<file path="config.mk">
export PLATFORM = sky130hd
export DESIGN_NAME = control_unit
export DESIGN_NICKNAME = d
export VERILOG_FILES = /design/src/rtl/control_unit.sv
export SDC_FILE = /design/constraint.sdc
export NUM_CORES = 1
export LEC_CHECK = 0
export CAP_MARGIN = 20
export CORE_ASPECT_RATIO = 0.8
export CORE_UTILIZATION = 44
export CTS_CLUSTER_DIAMETER = 80
export DETAILED_ROUTE_END_ITERATION = 10
export GPL_ROUTABILITY_DRIVEN = 0
export PLACE_DENSITY = 0.85
export SYNTH_ARGS = -nofsm -noshare
export SYNTH_HDL_FRONTEND = slang
export SYNTH_SLANG_ARGS = --single-unit
</file>
<file path="constraint.sdc">
create_clock -name clk -period 6.45 [get_ports clk]
set_input_delay 1.6125 -clock clk [delete_from_list [all_inputs] [get_ports clk]]
set_output_delay 1.6125 -clock clk [all_outputs]
set_load 0.005 [all_outputs]
</file>
<file path="src/rtl/control_unit.sv">
// control_unit: multicycle CPU control FSM (fetch F0-F2, decode, execute T3-T7, halt).
// All control outputs are flops loaded from a decode of the next state, so they
// line up with the state register and carry no combinational path from inputs.
// Optional feature: define MUL_DIV_EN to execute mul/div; otherwise those opcodes are illegal.
module control_unit (
  input  logic        clk,
  input  logic        clr,
  input  logic [31:0] IR,
  input  logic        CON_FF,
  input  logic        mem_ready,
  input  logic        stop,
  output logic [31:0] reg_enable,
  output logic [31:0] out_sel,
  output logic [5:0]  ALU_Sel,
  output logic        Gra,
  output logic        Grb,
  output logic        Grc,
  output logic        Rin,
  output logic        Rout,
  output logic        BAout,
  output logic        read,
  output logic        write,
  output logic        incPC,
  output logic        conIn,
  output logic        run,
  output logic        illegal
);

  // Bit positions shared by reg_enable and out_sel.
  localparam int unsigned BitHi   = 16;
  localparam int unsigned BitLo   = 17;
  localparam int unsigned BitZhi  = 18;
  localparam int unsigned BitZlo  = 19;
  localparam int unsigned BitPc   = 20;
  localparam int unsigned BitIr   = 21;
  localparam int unsigned BitMdr  = 22;
  localparam int unsigned BitMar  = 23;
  localparam int unsigned BitY    = 24;
  localparam int unsigned BitC    = 25;
  localparam int unsigned BitPcO  = 26;

  typedef enum logic [3:0] {
    StIdle, StF0, StF1, StF2, StDec, StT3, StT4, StT5, StT6, StT7, StHalt
  } state_e;

  typedef enum logic [3:0] {
    ClsLd, ClsLdi, ClsSt, ClsAluR, ClsAluI, ClsMulDiv, ClsBr, ClsJr, ClsJal,
    ClsMfhi, ClsMflo, ClsNop, ClsHalt, ClsIll
  } cls_e;

  typedef struct packed {
    logic [31:0] reg_en;
    logic [31:0] out_sel;
    logic [5:0]  alu_sel;
    logic        gra;
    logic        grb;
    logic        grc;
    logic        rin;
    logic        rout;
    logic        ba_out;
    logic        read;
    logic        write;
    logic        inc_pc;
    logic        con_in;
    logic        run;
  } ctrl_t;

  state_e     state_d, state_q, next_fetch;
  cls_e       cls;
  ctrl_t      ctrl_d, ctrl_q;
  logic       illegal_d, illegal_q;
  logic       stop_pend_d, stop_pend_q;
  logic [4:0] op;
  logic       unused_ir;

  assign op        = IR[31:27];
  assign unused_ir = ^IR[26:0];

  // A stop seen at any time is remembered and honoured at the next F0 entry.
  assign next_fetch = (stop || stop_pend_q) ? StHalt : StF0;

  // Opcode class decode.
  always_comb begin
    cls = ClsIll;
    if (op == 5'd0)                      cls = ClsLd;
    else if (op == 5'd1)                 cls = ClsLdi;
    else if (op == 5'd2)                 cls = ClsSt;
    else if (op >= 5'd3 && op <= 5'd10)  cls = ClsAluR;
    else if (op >= 5'd11 && op <= 5'd13) cls = ClsAluI;
`ifdef MUL_DIV_EN
    else if (op == 5'd14 || op == 5'd15) cls = ClsMulDiv;
`endif
    else if (op == 5'd18)                cls = ClsBr;
    else if (op == 5'd19)                cls = ClsJr;
    else if (op == 5'd20)                cls = ClsJal;
    else if (op == 5'd21)                cls = ClsMfhi;
    else if (op == 5'd22)                cls = ClsMflo;
    else if (op == 5'd24)                cls = ClsNop;
    else if (op == 5'd25)                cls = ClsHalt;
  end

  // Next-state logic, sticky illegal flag and pending-stop latch.
  always_comb begin
    state_d     = state_q;
    illegal_d   = illegal_q;
    stop_pend_d = stop_pend_q | stop;
    unique case (state_q)
      StIdle: state_d = next_fetch;
      StF0:   state_d = StF1;
      StF1:   if (mem_ready) state_d = StF2;
      StF2:   state_d = StDec;
      StDec: begin
        case (cls)
          ClsIll: begin
            state_d   = StHalt;
            illegal_d = 1'b1;
          end
          ClsHalt: state_d = StHalt;
          ClsNop:  state_d = next_fetch;
          default: state_d = StT3;
        endcase
      end
      StT3: state_d = (cls == ClsJr || cls == ClsMfhi || cls == ClsMflo) ? next_fetch : StT4;
      StT4: state_d = (cls == ClsJal) ? next_fetch : StT5;
      StT5: state_d = (cls == ClsLd || cls == ClsSt || cls == ClsBr || cls == ClsMulDiv) ?
                      StT6 : next_fetch;
      StT6: begin
        if (cls == ClsLd) begin
          if (mem_ready) state_d = StT7;
        end else if (cls == ClsSt) begin
          state_d = StT7;
        end else begin
          state_d = next_fetch;
        end
      end
      StT7:   if (cls != ClsSt || mem_ready) state_d = next_fetch;
      StHalt: state_d = StHalt;
      default: state_d = StIdle;
    endcase
  end

  // Control word for the state being entered; Zin loads both Z halves.
  always_comb begin
    ctrl_d = '0;
    unique case (state_d)
      StF0: begin
        ctrl_d.out_sel[BitPcO] = 1'b1;
        ctrl_d.reg_en[BitMar]  = 1'b1;
        ctrl_d.inc_pc          = 1'b1;
      end
      StF1: begin
        ctrl_d.read           = 1'b1;
        ctrl_d.reg_en[BitMdr] = 1'b1;
      end
      StF2: begin
        ctrl_d.out_sel[BitMdr] = 1'b1;
        ctrl_d.reg_en[BitIr]   = 1'b1;
      end
      StT3: begin
        case (cls)
          ClsLd, ClsSt, ClsLdi: begin
            ctrl_d.grb = 1'b1; ctrl_d.ba_out = 1'b1; ctrl_d.reg_en[BitY] = 1'b1;
          end
          ClsAluR, ClsAluI: begin
            ctrl_d.grb = 1'b1; ctrl_d.rout = 1'b1; ctrl_d.reg_en[BitY] = 1'b1;
          end
          ClsMulDiv: begin
            ctrl_d.gra = 1'b1; ctrl_d.rout = 1'b1; ctrl_d.reg_en[BitY] = 1'b1;
          end
          ClsBr: begin
            ctrl_d.gra = 1'b1; ctrl_d.rout = 1'b1; ctrl_d.con_in = 1'b1;
          end
          ClsJr: begin
            ctrl_d.gra = 1'b1; ctrl_d.rout = 1'b1; ctrl_d.reg_en[BitPc] = 1'b1;
          end
          // Grb is forced so the register file targets R15 for the link.
          ClsJal: begin
            ctrl_d.out_sel[BitPcO] = 1'b1; ctrl_d.grb = 1'b1; ctrl_d.rin = 1'b1;
          end
          ClsMfhi: begin
            ctrl_d.out_sel[BitHi] = 1'b1; ctrl_d.gra = 1'b1; ctrl_d.rin = 1'b1;
          end
          ClsMflo: begin
            ctrl_d.out_sel[BitLo] = 1'b1; ctrl_d.gra = 1'b1; ctrl_d.rin = 1'b1;
          end
          default: ;
        endcase
      end
      StT4: begin
        case (cls)
          ClsLd, ClsSt, ClsLdi: begin
            ctrl_d.out_sel[BitC] = 1'b1; ctrl_d.alu_sel = 6'd3;
            ctrl_d.reg_en[BitZlo:BitZhi] = 2'b11;
          end
          ClsAluR: begin
            ctrl_d.grc = 1'b1; ctrl_d.rout = 1'b1; ctrl_d.alu_sel = {1'b0, op};
            ctrl_d.reg_en[BitZlo:BitZhi] = 2'b11;
          end
          ClsAluI: begin
            ctrl_d.out_sel[BitC] = 1'b1; ctrl_d.alu_sel = {1'b0, op};
            ctrl_d.reg_en[BitZlo:BitZhi] = 2'b11;
          end
          ClsMulDiv: begin
            ctrl_d.grb = 1'b1; ctrl_d.rout = 1'b1; ctrl_d.alu_sel = {1'b0, op};
            ctrl_d.reg_en[BitZlo:BitZhi] = 2'b11;
          end
          ClsBr: begin
            ctrl_d.out_sel[BitPcO] = 1'b1; ctrl_d.reg_en[BitY] = 1'b1;
          end
          ClsJal: begin
            ctrl_d.gra = 1'b1; ctrl_d.rout = 1'b1; ctrl_d.reg_en[BitPc] = 1'b1;
          end
          default: ;
        endcase
      end
      StT5: begin
        case (cls)
          ClsLd, ClsSt: begin
            ctrl_d.out_sel[BitZlo] = 1'b1; ctrl_d.reg_en[BitMar] = 1'b1;
          end
          ClsLdi, ClsAluR, ClsAluI: begin
            ctrl_d.out_sel[BitZlo] = 1'b1; ctrl_d.gra = 1'b1; ctrl_d.rin = 1'b1;
          end
          ClsMulDiv: begin
            ctrl_d.out_sel[BitZlo] = 1'b1; ctrl_d.reg_en[BitLo] = 1'b1;
          end
          ClsBr: begin
            ctrl_d.out_sel[BitC] = 1'b1; ctrl_d.alu_sel = 6'd3;
            ctrl_d.reg_en[BitZlo:BitZhi] = 2'b11;
          end
          default: ;
        endcase
      end
      StT6: begin
        case (cls)
          ClsLd: begin
            ctrl_d.read = 1'b1; ctrl_d.reg_en[BitMdr] = 1'b1;
          end
          ClsSt: begin
            ctrl_d.gra = 1'b1; ctrl_d.rout = 1'b1; ctrl_d.reg_en[BitMdr] = 1'b1;
          end
          ClsBr: begin
            ctrl_d.out_sel[BitZlo] = 1'b1; ctrl_d.reg_en[BitPc] = CON_FF;
          end
          ClsMulDiv: begin
            ctrl_d.out_sel[BitZhi] = 1'b1; ctrl_d.reg_en[BitHi] = 1'b1;
          end
          default: ;
        endcase
      end
      StT7: begin
        case (cls)
          ClsLd: begin
            ctrl_d.out_sel[BitMdr] = 1'b1; ctrl_d.gra = 1'b1; ctrl_d.rin = 1'b1;
          end
          ClsSt: ctrl_d.write = 1'b1;
          default: ;
        endcase
      end
      default: ;
    endcase
    ctrl_d.run = (state_d != StIdle) && (state_d != StHalt);
  end

  // State, control word and sticky flags; clr overrides everything.
  always_ff @(posedge clk) begin
    if (clr) begin
      state_q     <= StIdle;
      ctrl_q      <= '0;
      illegal_q   <= 1'b0;
      stop_pend_q <= 1'b0;
    end else begin
      state_q     <= state_d;
      ctrl_q      <= ctrl_d;
      illegal_q   <= illegal_d;
      stop_pend_q <= stop_pend_d;
    end
  end

  assign {reg_enable, out_sel, ALU_Sel, Gra, Grb, Grc, Rin, Rout, BAout,
          read, write, incPC, conIn, run} = ctrl_q;
  assign illegal = illegal_q;

endmodule

</file>
=== Word level (Yosys, flattened, before mapping) ===
Index checks and enable logic that the tools add are counted.

* Flip-flop bits (word level): 87
* Output and inout bits: 82

* Order comparisons: 4
* Equality and inequality tests: 42
* Muxes and demuxes: 65
* Bitwise gates (word level): 5
* Reduce and logical (&&, ||, !) cells: 31

{| class="wikitable"
|+ Operators by type and width
! operator !! count
|-
| 4-bit two-way mux || 16
|-
| 4-bit by 3-bit equality test with 1-bit output (second input constant) || 11
|-
| 4-bit equality test (second input constant) || 11
|-
| 4-bit one-hot mux with 11 select lines || 1
|-
| 5-bit equality test (second input constant) || 7
|-
| 4-bit by 2-bit equality test with 1-bit output (second input constant) || 6
|-
| 1-bit two-way mux || 24
|-
| 5-bit one-hot mux with 2 select lines || 2
|-
| 1-bit one-hot mux with 2 select lines || 8
|-
| 3-bit OR reduction || 5
|-
| 4-bit by 1-bit equality test with 1-bit output (second input constant) || 3
|-
| 3-bit two-way mux || 4
|-
| 1-bit one-hot mux with 3 select lines || 4
|-
| 2-bit OR reduction || 6
|-
| 6-bit OR reduction || 2
|-
| 5-bit by 4-bit less-or-equal comparator with 1-bit output (second input constant) || 2
|-
| 5-bit OR reduction || 2
|-
| 4-bit zero test || 2
|-
| 4-bit one-hot mux with 2 select lines || 1
|-
| 1-bit logical OR || 7
|-
| 2-bit two-way mux || 3
|-
| 5-bit by 1-bit equality test with 1-bit output (second input constant) || 1
|-
| 5-bit by 2-bit equality test with 1-bit output (second input constant) || 1
|-
| 5-bit by 2-bit greater-or-equal comparator with 1-bit output (second input constant) || 1
|-
| other kinds (12) || 17
|}

=== Longest topological paths before layout ===
* Depth after elaboration: 22
* Gate-level depth with buffers: 10
* Mapped depth without buffers: 8

=== Worst setup path after synthesis ===
No wires, ideal clock.

* Path type: input to register
* Start point: in IR[27]
* End point: reg ctrl_q (netlist bit Rout)
* Arrival time: 3.406 ns
* Required time: 6.381 ns
* Setup slack: 2.975 ns
* Stages on the path: 9
* Path buffers: 2
* Cell sequence: buf_2 > or2_1 > buf_2 > o41ai_2 > o311ai_0 > o211ai_2 > nand4bb_4 > or4b_1 > o21ai_1

* Longest elaborated chain between the ends: 21

{| class="wikitable"
|+ RTL lines
! item !! line !! text
|-
| start: declaration || 8 || <nowiki>input logic [31:0] IR,</nowiki>
|-
| 5-bit equality test || 99 || <nowiki>else if (op == 5'd25) cls = ClsHalt;</nowiki>
|-
| 1-bit two-way mux || 99 ||
|-
| 3-bit two-way mux || 98 || <nowiki>else if (op == 5'd24) cls = ClsNop;</nowiki>
|-
| 3-bit two-way mux || 97 || <nowiki>else if (op == 5'd22) cls = ClsMflo;</nowiki>
|-
| 3-bit two-way mux || 96 || <nowiki>else if (op == 5'd21) cls = ClsMfhi;</nowiki>
|-
| 3-bit two-way mux || 95 || <nowiki>else if (op == 5'd20) cls = ClsJal;</nowiki>
|-
| 4-bit two-way mux || 94 || <nowiki>else if (op == 5'd19) cls = ClsJr;</nowiki>
|-
| 4-bit two-way mux || 93 || <nowiki>else if (op == 5'd18) cls = ClsBr;</nowiki>
|-
| (+3 left out) || -- ||
|-
| 4-bit two-way mux || 86 || <nowiki>else if (op == 5'd1) cls = ClsLdi;</nowiki>
|-
| 4-bit two-way mux (*) || 85 || <nowiki>if (op == 5'd0) cls = ClsLd;</nowiki>
|-
| 4-bit by 2-bit equality test with 1-bit output / 4-bit zero test (equally long branches) || -- ||
|-
| 1-bit logical OR (3 in series) || 125 || <nowiki>StT5: state_d = (cls == ClsLd || cls == ClsSt || cls == ClsBr || cls == ClsMulDiv) ?</nowiki>
|-
| 4-bit two-way mux || 125 ||
|-
| 4-bit one-hot mux with 11 select lines || 107 || <nowiki>unique case (state_q)</nowiki>
|-
| 4-bit equality test / 4-bit by 3-bit equality test with 1-bit output (equally long branches) || 145 || <nowiki>unique case (state_d)</nowiki>
|-
| 1-bit one-hot mux with 3 select lines (*) || 145 ||
|-
| end signal: assignment || 274 || <nowiki>ctrl_q <= ctrl_d;</nowiki>
|-
| end: declaration || 70 || <nowiki>ctrl_t ctrl_d, ctrl_q;</nowiki>
|}

Mark *: on every way between the ends. The rest lies on a longest branch, timed or not.
A chain may end at the register's enable or synchronous reset.

=== Final worst setup path ===
* Start point: in IR[29]
* End point: reg ctrl_q (netlist bit Rout)

The elaborated chain is that of the path after synthesis.

==> impl_results.md <==
- Drt wl/cell: 13.4 um
- Cells after synthesis: 286
- DP HPWL: 3.63 mm
- Initial Util: 46.4%
- VDD IR max: 0.104 mV
- Ant. Diodes: 0
- Vias: 1,963
- Total gr overflow: 0
- Min cycle time layout: 4.57 ns
- Synthesized area: 0.00236 mm^2
- Vias in the first global route: 1,622
- Reg-to-reg critical path startpoint: state_q[1]$_SDFF_PP0_
- Fmax: 219 MHz
- Total GRT Usage: 18.3%
- Hold Slack: 0.508 ns
- DR vias/cell: 5.23
- Met1 WL: 2.38 mm
- Worst EP required: 6.64 ns
- Die Area: 0.00566 mm^2
- Relative slew slack: 38.9%
- Period utilisation layout: 70.9%
- Leakage: 0.00103 uW
- Root Driver: clkbuf_8
- FF-to-FF path depth: 7
- Top Ports: 119
- Worst-Skew Late Latency: 0.29 ns
- Post-route setup TNS: 0 ns
- DR pass1 iterations: 7
- Row cnt: 23
- Pwr per Cell Area: 278 mW/mm^2
- Hold path startpoint: illegal$_SDFFE_PP0P_
- WP data arrival: 4.76 ns
- CTS Buf Count: 5
- Unrepaired setup endpoints after global routing: no
- Yosys warns: 0
- R2R Path End: Rout$_SDFF_PP0_
- Sequential area share after synthesis: 30.5%
- Antenna violations before repair: 0
- Die H: 67.5 um
- # hold bufs at CTS: 0
- Layout cell share with drive strength beyond 1: 6.71%
- Status: complete, but fails checks
- Hold Path Sink: illegal$_SDFFE_PP0P_
- R2R setup slack: 3.89 ns
- DRT antenna net count: 0
- Yosys cell types: 64
- Core footprint: 0.00509 mm^2
- First-pass GRT wire length: 8.11 mm
- Wire length on met3: 442 um
- Total detailed-routing wirelength: 5.03 mm
- Max Slew Vio Count: 0
- Fin util: 52.2%
- Clk_skew: 0.00876 ns
- Violated checks: design-rule violations
- Fin cells: 375
- Nets: 350
- Met2 wire length: 2.14 mm
- CTS resizes: 0
- Die span in x: 83.9 um
- Area Growth Syn to Fin: 12.6%
- Largest net degree at the start of global routing: 29
- Most used DFF post-synth: dfxtp_1
- H-tree levels: 2
- Residual DRC: 11
- Clk slew on worst S/H paths: 0.07 ns
- Worst Tran Pin Value: 0.914 ns
- Port Buffer Count: 42
- Synthesized flop and latch total: 36
- Clock Sinks: 36
- Setup crit end kind: register
- Clk buf depth: 2
- Mean Syn Cell Area: 8.26 um^2
- Final setup viols: 0
- EDFF count, synth: 0
- Initial drt markers: 220
- Post-CTS Setup Repair Bufs: 0
- Hold Crit Class: register to register
- Final Hold Viols: 0
- Total power draw: 740 uW
- Highest Signal Layer: met4
- Max Cap Viol: 0
- Commonest non-fill, non-tap cells in the layout: conb_1, clkdlybuf4s50_1, dfxtp_1, nor2_1, a21oi_1
- CP max FO: 26
- Commonest non-fill, non-tap cell in the layout: conb_1
- Critical Path Start Type: input port
- Worst setup path category: input port to register
- Min-Delay Path Depth: 2
- Placed cell count: 368
- Asr flop ratio synth: 0%
- CTS tree: built
## critical path, stage by stage
cell             delay (ns)
clkdlybuf4s50_1        1.04
xnor2_1                0.21
a211oi_2               0.36
nand2b_1               0.38
o21ai_0                0.23
nand4bb_4              0.31
or4b_1                 0.50
o21ai_1                0.11
## Yosys cell counts, types with 4 or more instances
cell type  instances  area [um^2]
dfxtp_1           36          721
buf_4             54          405
nor3_1             9         45.0
nand3_1            4         20.0
xor2_1             4         35.0
buf_2              4         20.0
nand4_1            4         25.0
nand2_1            7         26.3
nand2b_1          10         62.6
o21ai_0           13         65.1
a21oi_1           15         75.1
clkbuf_1          13         48.8
inv_1              6         22.5
nor2_1            29          109
## metal layers
layer	vias up	track usage (%)
met1	892	26.6
met5	-	0
met3	8	3.67
li1	958	-
met4	0	6.90
met2	105	26.4
## through the flow
stage | setup WS, ns | instance area, um^2
after floorplan | 2.97 | 2550
after global placement | 1.74 | 2560
after detailed placement | 1.67 | 2560
after CTS | 1.94 | 2660
after global routing | 1.67 | 2660
final | 1.88 | 2660
## state kept, by name, indices dropped and copies added (netlist names)
register     cells
ALU_Sel          5
BAout            1
Gra              1
Grb              1
Grc              1
Rin              1
Rout             1
conIn            1
illegal          1
incPC            1
out_sel          6
read             1
reg_enable       8
run              1
state_q          4
stop_pend_q      1
write            1
## power breakdown
| group | switching [uW] | total [uW] | internal, uW | leakage (uW) |
|---|---|---|---|---|
| Combinational | 157 | 283 | 127 | 0.000688 |
| Sequential | 39.4 | 289 | 250 | 0.000293 |
| Clock | 72.1 | 167 | 95.0 | 0.0000503 |
## kinds of logic (layout without fill, tap and decap cells)
logic type / Yosys count / in the layout / synth area share, %
and+or+nand+nor: 96 / 96 / 24.9
buffers and inverters: 80 / 56 / 21.8
AOI/OAI and AO/OA: 67 / 67 / 20.4
DFF: 36 / 36 / 30.5
xor gates and xnor gates: 6 / 6 / 2.23
other: 1 / 52 / 0.159
## worst max path at each step
stage	startpoint	end	slack (ns)
floorplan	IR[27]	Rout$_SDFF_PP0_	2.97
global placement	IR[29]	Rout$_SDFF_PP0_	1.74
finish	IR[29]	Rout$_SDFF_PP0_	1.88
global route	IR[29]	Rout$_SDFF_PP0_	1.67
detailed placement	IR[29]	Rout$_SDFF_PP0_	1.67
CTS	IR[29]	Rout$_SDFF_PP0_	1.94
## cell type report
type / count / area (um^2)
inverter: 7 / 26.3
clock buffer: 7 / 96.3
tap: 62 / 77.6
multi-input combinational: 221 / 1320
sequential: 36 / 721
timing repair buffer: 42 / 420
fill: 486 / 2440
Power figures use the tool's default switching activity.
